==> src/rtl/peak_detector.sv <==
// Peak detector for a shaped (trapezoid) filter stream.
// Arms when the sample rises above THRESHOLD and follows the running maximum.
// A pulse ends when the sample drops HYST below that maximum, or falls back to
// THRESHOLD or lower. The block then blanks for DEAD_TIME cycles, and if the
// input is still high it waits for a low sample before it can re-arm.
// Each completed pulse is offered through a single-entry valid/ready holding
// register. A result that cannot be accepted is counted in drop_cnt.
module peak_detector #(
    parameter int          SIZE_FILTER_DATA = 15,
    parameter int          DATA_W           = SIZE_FILTER_DATA + 1,
    parameter int signed   THRESHOLD        = 200,
    parameter int unsigned HYST             = 32,
    parameter int unsigned DEAD_TIME        = 16,
    parameter int          TS_W             = 32
) (
    input  logic                     clk,
    input  logic                     reset,
    input  logic signed [DATA_W-1:0] filter_data,
    output logic signed [DATA_W-1:0] peak_amp,
    output logic        [TS_W-1:0]   peak_time,
    output logic                     peak_valid,
    input  logic                     peak_ready,
    output logic        [7:0]        drop_cnt,
    output logic                     busy
);

    typedef enum logic [1:0] {
        IDLE,
        TRACK,
        DEAD,
        WAIT_LOW
    } state_e;

    localparam int CNT_W = (DEAD_TIME > 1) ? $clog2(DEAD_TIME) : 1;
    localparam logic [CNT_W-1:0]         DEAD_LOAD = CNT_W'(DEAD_TIME - 1);
    localparam logic signed [DATA_W-1:0] THR_S     = DATA_W'(THRESHOLD);
    localparam logic signed [DATA_W:0]   HYST_S    = (DATA_W + 1)'(HYST);

    state_e                     state_q;
    logic        [TS_W-1:0]     ts_q;
    logic signed [DATA_W-1:0]   max_q;
    logic        [TS_W-1:0]     tmax_q;
    logic        [CNT_W-1:0]    dead_cnt_q;
    logic                       busy_q;
    logic signed [DATA_W-1:0]   amp_q;
    logic        [TS_W-1:0]     time_q;
    logic                       valid_q;
    logic        [7:0]          drop_q;

    // One extra bit of headroom, so max - HYST cannot wrap when max is near the negative limit.
    logic signed [DATA_W:0]     max_ext;
    logic signed [DATA_W:0]     data_ext;
    logic signed [DATA_W:0]     floor_ext;
    logic                       above_thr;
    logic                       below_floor;
    logic                       new_max;
    logic                       complete;
    logic                       can_load;

    assign max_ext     = {max_q[DATA_W-1], max_q};
    assign data_ext    = {filter_data[DATA_W-1], filter_data};
    assign floor_ext   = max_ext - HYST_S;
    assign above_thr   = filter_data > THR_S;
    assign below_floor = data_ext < floor_ext;
    assign new_max     = filter_data > max_q;
    assign complete    = (state_q == TRACK) && (below_floor || !above_thr);
    assign can_load    = !valid_q || peak_ready;

    // Free-running timestamp; it wraps naturally and labels the sample of the current cycle.
    always_ff @(posedge clk) begin
        // NOTE: sequential state is updated with <= only, so every block reads pre-edge values.
        if (reset) begin
            ts_q <= '0;
        end else begin
            ts_q <= ts_q + TS_W'(1);
        end
    end

    // Pulse FSM: arm, track the maximum, blank, then wait for the input to go low.
    always_ff @(posedge clk) begin
        if (reset) begin
            state_q    <= IDLE;
            max_q      <= '0;
            tmax_q     <= '0;
            dead_cnt_q <= '0;
            busy_q     <= 1'b0;
        end else begin
            case (state_q)
                IDLE: begin
                    if (above_thr) begin
                        state_q <= TRACK;
                        max_q   <= filter_data;
                        tmax_q  <= ts_q;
                        busy_q  <= 1'b1;
                    end
                end
                TRACK: begin
                    if (complete) begin
                        state_q    <= DEAD;
                        dead_cnt_q <= DEAD_LOAD;
                    end else if (new_max) begin
                        // Strictly greater only, so a plateau keeps the time of its first sample.
                        max_q  <= filter_data;
                        tmax_q <= ts_q;
                    end
                end
                DEAD: begin
                    if (dead_cnt_q == '0) begin
                        if (above_thr) begin
                            state_q <= WAIT_LOW;
                        end else begin
                            state_q <= IDLE;
                            busy_q  <= 1'b0;
                        end
                    end else begin
                        dead_cnt_q <= dead_cnt_q - CNT_W'(1);
                    end
                end
                WAIT_LOW: begin
                    // The low sample that ends this state is not used for arming.
                    if (!above_thr) begin
                        state_q <= IDLE;
                        busy_q  <= 1'b0;
                    end
                end
                default: begin
                    state_q <= IDLE;
                    busy_q  <= 1'b0;
                end
            endcase
        end
    end

    // Single-entry result holding register with drop counting under backpressure.
    always_ff @(posedge clk) begin
        if (reset) begin
            amp_q   <= '0;
            time_q  <= '0;
            valid_q <= 1'b0;
            drop_q  <= '0;
        end else if (complete) begin
            if (can_load) begin
                amp_q   <= max_q;
                time_q  <= tmax_q;
                valid_q <= 1'b1;
            end else if (drop_q != 8'hFF) begin
                drop_q <= drop_q + 8'd1;
            end
        end else if (valid_q && peak_ready) begin
            valid_q <= 1'b0;
        end
    end

    assign peak_amp   = amp_q;
    assign peak_time  = time_q;
    assign peak_valid = valid_q;
    assign drop_cnt   = drop_q;
    assign busy       = busy_q;

endmodule

==> config.mk <==
export PLATFORM = sky130hd
export DESIGN_NAME = peak_detector
export DESIGN_NICKNAME = d
export VERILOG_FILES = /design/src/rtl/peak_detector.sv
export SDC_FILE = /design/constraint.sdc
export NUM_CORES = 1
export LEC_CHECK = 0
export ABC_CLOCK_PERIOD_IN_PS = 4300
export CORE_UTILIZATION = 56
export DETAILED_ROUTE_END_ITERATION = 8
export PLACE_DENSITY = 0.86
export SYNTH_ARGS = -nofsm -noshare
export SYNTH_HDL_FRONTEND = slang
export SYNTH_SLANG_ARGS = --single-unit
==> constraint.sdc <==
create_clock -name clk -period 4.3 [get_ports clk]
set_input_delay 1.075 -clock clk [delete_from_list [all_inputs] [get_ports clk]]
set_output_delay 1.075 -clock clk [all_outputs]
set_load 0.01 [all_outputs]
Yosys cells after proc, flatten, opt, wreduce, memory -nomap -nowiden --
Index checks and enable logic that the tools add are counted.
Storage, ports and cells: output and inout bits 58, logic and storage cells 73, register bits 144, bits of input ports 19
Cells by class: add/subtract/negate cells 4, bitwise operators 1, order comparisons 3, reductions and logical operators 19, mux-type cells 24, eq/ne operators 12
Operator list (number):
- 32-bit two-way mux | 3
- 32-bit one-hot mux with 2 select lines | 1
- 16-bit two-way mux | 3
- 32-bit by 1-bit adder with 32-bit output (second input constant) | 1
- 16-bit one-hot mux with 2 select lines | 1
- 16-bit by 17-bit less-than comparator with 1-bit output | 1
- 16-bit by 7-bit subtractor with 17-bit output (second input constant) | 1
- 16-bit greater-than comparator | 1
- 16-bit by 9-bit greater-than comparator with 1-bit output (second input constant) | 1
- 2-bit inequality test (second input constant) | 7
- 2-bit two-way mux | 5
- 3-bit AND reduction | 3
- 8-bit by 1-bit adder with 8-bit output (second input constant) | 1
- 4-bit two-way mux | 2
- 8-bit inequality test (second input constant) | 1
- 2-bit one-hot mux with 4 select lines | 1
- 4-bit one-hot mux with 2 select lines | 1
- 4-bit AND reduction | 2
- 1-bit two-way mux | 6
- 2-bit nonzero test | 3
- 2-bit == test (second input constant) | 2
- 4-bit zero test | 1
- 2-bit AND reduction | 2
- 4-bit by 1-bit subtractor with 4-bit output (second input constant) | 1
- 9 further kinds | 12

Longest topological paths before layout --
depth after elaboration 6, mapped depth 17, mapped depth without buffers 14

Worst setup path after synthesis --
Ideal clock, no wire load.
path kind input-to-reg, from input filter_data[8], to register amp_q[0] (netlist: peak_amp[0]), data arrival time 3.003 ns, slack 1.169 ns, data required time 4.172 ns, stages on the path 10, buffers on the path 2, setup time 0.128 ns, cell sequence ha_1 a41oi_1 o21ai_1 a21oi_1 nand4_2 a311oi_1 buf_4 buf_6 mux2i_1 nor2_1
Between the ends: cells in the longest elaborated chain, start to end 5, elaborated cells between the ends (all ways) 6, those cells by class order compare (2); reduce/logical (4)
Ends and longest elaborated chain:
- start, declared | RTL line 18 | input logic signed [DATA_W-1:0] filter_data,
- 16-bit by 9-bit greater-than comparator with 1-bit output | RTL line 63 | assign above_thr = filter_data > THR_S;
- 1-bit zero test
- 1-bit logical OR (*) | RTL line 66 | assign complete = (state_q == TRACK) && (below_floor || !above_thr);
- 1-bit logical AND (*) | RTL line 66
- 2-bit AND reduction (no line) (*)
- end signal, assigned | RTL line 143 | amp_q <= max_q;
- end, declared | RTL line 45 | logic signed [DATA_W-1:0] amp_q;
Mark *: on every way between the ends. The rest lies on a longest branch, timed or not. A chain may end at the register's enable or synchronous reset.

Worst setup path in the final report --
from register max_q[9], to register tmax_q[4]
Between the ends: cells in the longest elaborated chain, start to end 6, elaborated cells between the ends (all ways) 8, those cells by class add/sub (1); order compare (2); eq/ne (2); reduce/logical (3)
Ends and longest elaborated chain:
- start, declared | RTL line 41 | logic signed [DATA_W-1:0] max_q;
- start signal, assigned | RTL line 92 | max_q <= filter_data;
- start signal, assigned | RTL line 103 | max_q <= filter_data;
- 16-bit by 7-bit subtractor with 17-bit output | RTL line 62 | assign floor_ext = max_ext - HYST_S;
- 16-bit by 17-bit less-than comparator with 1-bit output | RTL line 64 | assign below_floor = data_ext < floor_ext;
- 1-bit logical OR | RTL line 66
- 1-bit logical AND | RTL line 66
- 2-bit inequality test (no line)
- 4-bit AND reduction (no line) (*)
- end signal, assigned | RTL line 93 | tmax_q <= ts_q;
- end signal, assigned | RTL line 104 | tmax_q <= ts_q;
- end, declared | RTL line 42 | logic [TS_W-1:0] tmax_q;
Marks and branches as above.

==> results_dict.tcl <==
set metrics [dict create \
    nets 855 \
    cp-startpoint "max_q[9]" \
    numClockSinks 144 \
    worst_pin_slew_ps 723 \
    synth_top_area_cell "dfxtp_1" \
    hold_viol 0 \
    yosysWarnings 0 \
    synth_edf_count 0 \
    grtUsageMet1_pct 30.2 \
    busiest_layer "met2" \
    post_synth_num_cell_types 48 \
    drtPass1Iterations 4 \
    area_delta_synth_final_pct 20.9 \
    peakVddDrop_v 0.000293 \
    synth_top_area_share_pct 41.9 \
    postRouteAntennaNets 0 \
    grt_pass1_vias 5237 \
    r2r_end "tmax_q[4]" \
    syn_area_per_cell_um2 9.28 \
    insertedDiodeCount 0 \
    vias 5256 \
    totalPowerFinal_uw 3660 \
    grt_max_degree 110 \
    coreArea_um2 12000 \
    ctsResizeCount 0 \
    antenna_found_initial 0 \
    ioPinCount 77 \
    ys.flop_type "dfxtp_1" \
    startpoint_type "flop" \
    period_minus_slack_ps 3740 \
    cts-root-buf "clkbuf_16" \
    synthTopCellsByArea "dfxtp_1 42%, mux2i_1 14%, nand2b_1 9.3%" \
    postSynth.asyncResetShare_pct 0 \
    finalClockSkew_ps 8.20 \
    cts_tree "built" \
    rsz0062_at_grt "no" \
    setup_violations 0 \
    end_kind "flop" \
    hold-worst-slack_ps 481 \
    crit_required_ps 4600 \
    wl_per_cell_um 14.8 \
    die-height_um 113 \
    met3_usage_pct 5.20 \
    place_congestion 0.861 \
    outcome "complete, no violations" \
    drtIter0Drc 306 \
    reg2reg_slack_ps 560 \
    ys_seq_elements 144 \
    cts_buffer_depth 2 \
    yosys-top-cells-count "144 x dfxtp_1, 102 x nand2b_1, 99 x mux2i_1, 90 x nor2_1, 32 x ha_1" \
    reg2reg_depth 14 \
    rows 40 \
    finalCritPeriodShare_pct 87.0 \
    dp.final_hpwl_um 9770 \
    vias_per_cell 5.45 \
    cp_max_fo 40 \
    path_class "flop to flop" \
    fmax_mhz 267 \
    crit_arrival_ps 4040 \
    drc_errors 0 \
    layout-drive-gt1-share_pct 5.51 \
    max-slew-margin-rel_pct 51.8 \
    maxSlewViolCount 0 \
    grtUsageMet2_pct 39.6 \
    port_buffers 76 \
    grt_pass1_wl_um 24500 \
    seq_area_frac_synth_pct 41.9 \
    r2r_start "max_q[9]" \
    cts_buffers 17 \
    fin_setup_tns_ps 0 \
    power_leakage_uw 0.00318 \
    power_density_nw_per_um2 439 \
    syn_inst 742 \
    yosysMostFrequentCell "dfxtp_1" \
    synth_area_um2 6890 \
    dieArea_um2 12700 \
    insertion_delay_ps 420 \
    grt_overflow_total 0 \
    start_util_pct 57.3 \
    grt_usage_pct 23.9 \
    post-cts-setup-buffers 0 \
    maxCapViolCount 0 \
    fp.dieW_um 113 \
    drt-total-wl_um 14300 \
    htree_levels 4 \
    hold_class "flop to flop" \
    synth_fp_nets 793 \
    endpoint "tmax_q[4]" \
    cts.clk_slew.worst_paths_ps 60 \
    cts-hold-fix-buffers 0 \
]
sequential cells by signal, summed over array words and instances, names as in the netlist:
| name | flops |
|---|---|
| busy | 1 |
| tmax_q | 32 |
| state_q | 2 |
| peak_time | 32 |
| max_q | 16 |
| drop_cnt | 8 |
| ts_q | 32 |
| peak_amp | 16 |
| peak_valid | 1 |
| dead_cnt_q | 4 |
power breakdown:
group	internal, µW	switching [µW]
logic	353	401
clock network	862	590
registers	1390	61.5
metrics by stage:
step | cells | cell area, µm² | setup WS [ps] | util [%]
finish | 964 | 8330 | 559 | 69.4
global route | 964 | 8330 | 220 | 69.4
CTS | 964 | 8330 | 591 | 69.4
detailed placement | 932 | 7750 | 307 | 64.5
global placement | 932 | 7750 | 442 | 64.5
floorplan | 742 | 6890 | 1170 | -
critical path, stage by stage (launching register included):
cell and delay [ps]:
dfxtp_1 340, inv_1 140, nand4_1 170, nor4_1 550, nand3_1 180, xnor2_1 160
ha_1 290, nand4_1 120, nor2_1 70, a21oi_1 200, a21o_1 280, nand3_1 140
o32a_2 550, buf_12 250, mux2i_1 150
how the worst min path moves through the flow:
stage,endpoint,start,slack [ps],cells past startpoint
2_1_floorplan,ts_q[0],ts_q[0],440,1
3_5_place_dp,ts_q[0],ts_q[0],470,1
6_report,tmax_q[18],tmax_q[18],480,2
5_1_grt,tmax_q[31],ts_q[31],500,2
3_3_place_gp,ts_q[0],ts_q[0],450,1
4_1_cts,ts_q[0],ts_q[0],490,1
final cells by class:
type,instances,area (µm²)
Timing Repair Buffer,81,846
Clock inverter,14,155
Inverter,24,90.1
Multi-Input combinational cell,536,3740
Fill cell,901,3680
Tap cell,147,184
Clock buffer,18,429
Sequential cell,144,2880
layer usage:
layer  vias to the layer above  part of all wire, %
li1                       2645                    -
met1                      2474                   47
met2                       110                   47
met3                        27                  3.5
met4                         0                  2.1
met5                         -                    0
layout by cell type, fill, tap and decap left out, types with 2 or more instances in the layout:
master / Yosys / layout
ha_1: 32 / 32
o211ai_1: 2 / 2
clkinvlp_4: 0 / 4
nor3_1: 12 / 12
nand2_1: 24 / 24
a31oi_1: 2 / 2
or4_1: 2 / 2
and2_1: 2 / 2
nor2b_1: 6 / 6
mux2i_1: 99 / 99
clkbuf_16: 0 / 17
nor3b_1: 2 / 2
inv_1: 24 / 24
nand2b_1: 102 / 102
inv_6: 0 / 4
xor2_1: 19 / 19
and4_1: 4 / 4
nand3_1: 20 / 20
nand3b_1: 2 / 2
xnor2_1: 16 / 16
a21oi_1: 26 / 26
bufinv_16: 0 / 2
buf_12: 0 / 4
clkinv_2: 0 / 2
mux2_2: 2 / 2
o31ai_1: 3 / 3
or3_1: 6 / 6
nor4_1: 5 / 5
nand4_1: 11 / 11
a21o_1: 4 / 4
nor2_1: 90 / 90
o21ai_0: 13 / 13
a211oi_1: 3 / 3
buf_4: 1 / 2
dfxtp_1: 144 / 144
clkdlybuf4s50_1: 0 / 75
and3_1: 12 / 12
kinds of logic (layout without fill, tap and decap cells):
| group | Yosys count | after routing | share of synthesized area (%) |
|---|---|---|---|
| AO/OA/AOI/OAI | 61 | 61 | 5.27 |
| XOR/XNOR | 35 | 35 | 4.45 |
| adder cells (fa/ha/maj) | 32 | 32 | 5.81 |
| buffers and inverters | 62 | 137 | 4.07 |
| flip-flops | 144 | 144 | 41.9 |
| multiplexers | 101 | 101 | 14.7 |
| AND/OR/NAND/NOR | 307 | 307 | 23.8 |
(Power assumes the default switching activity.)
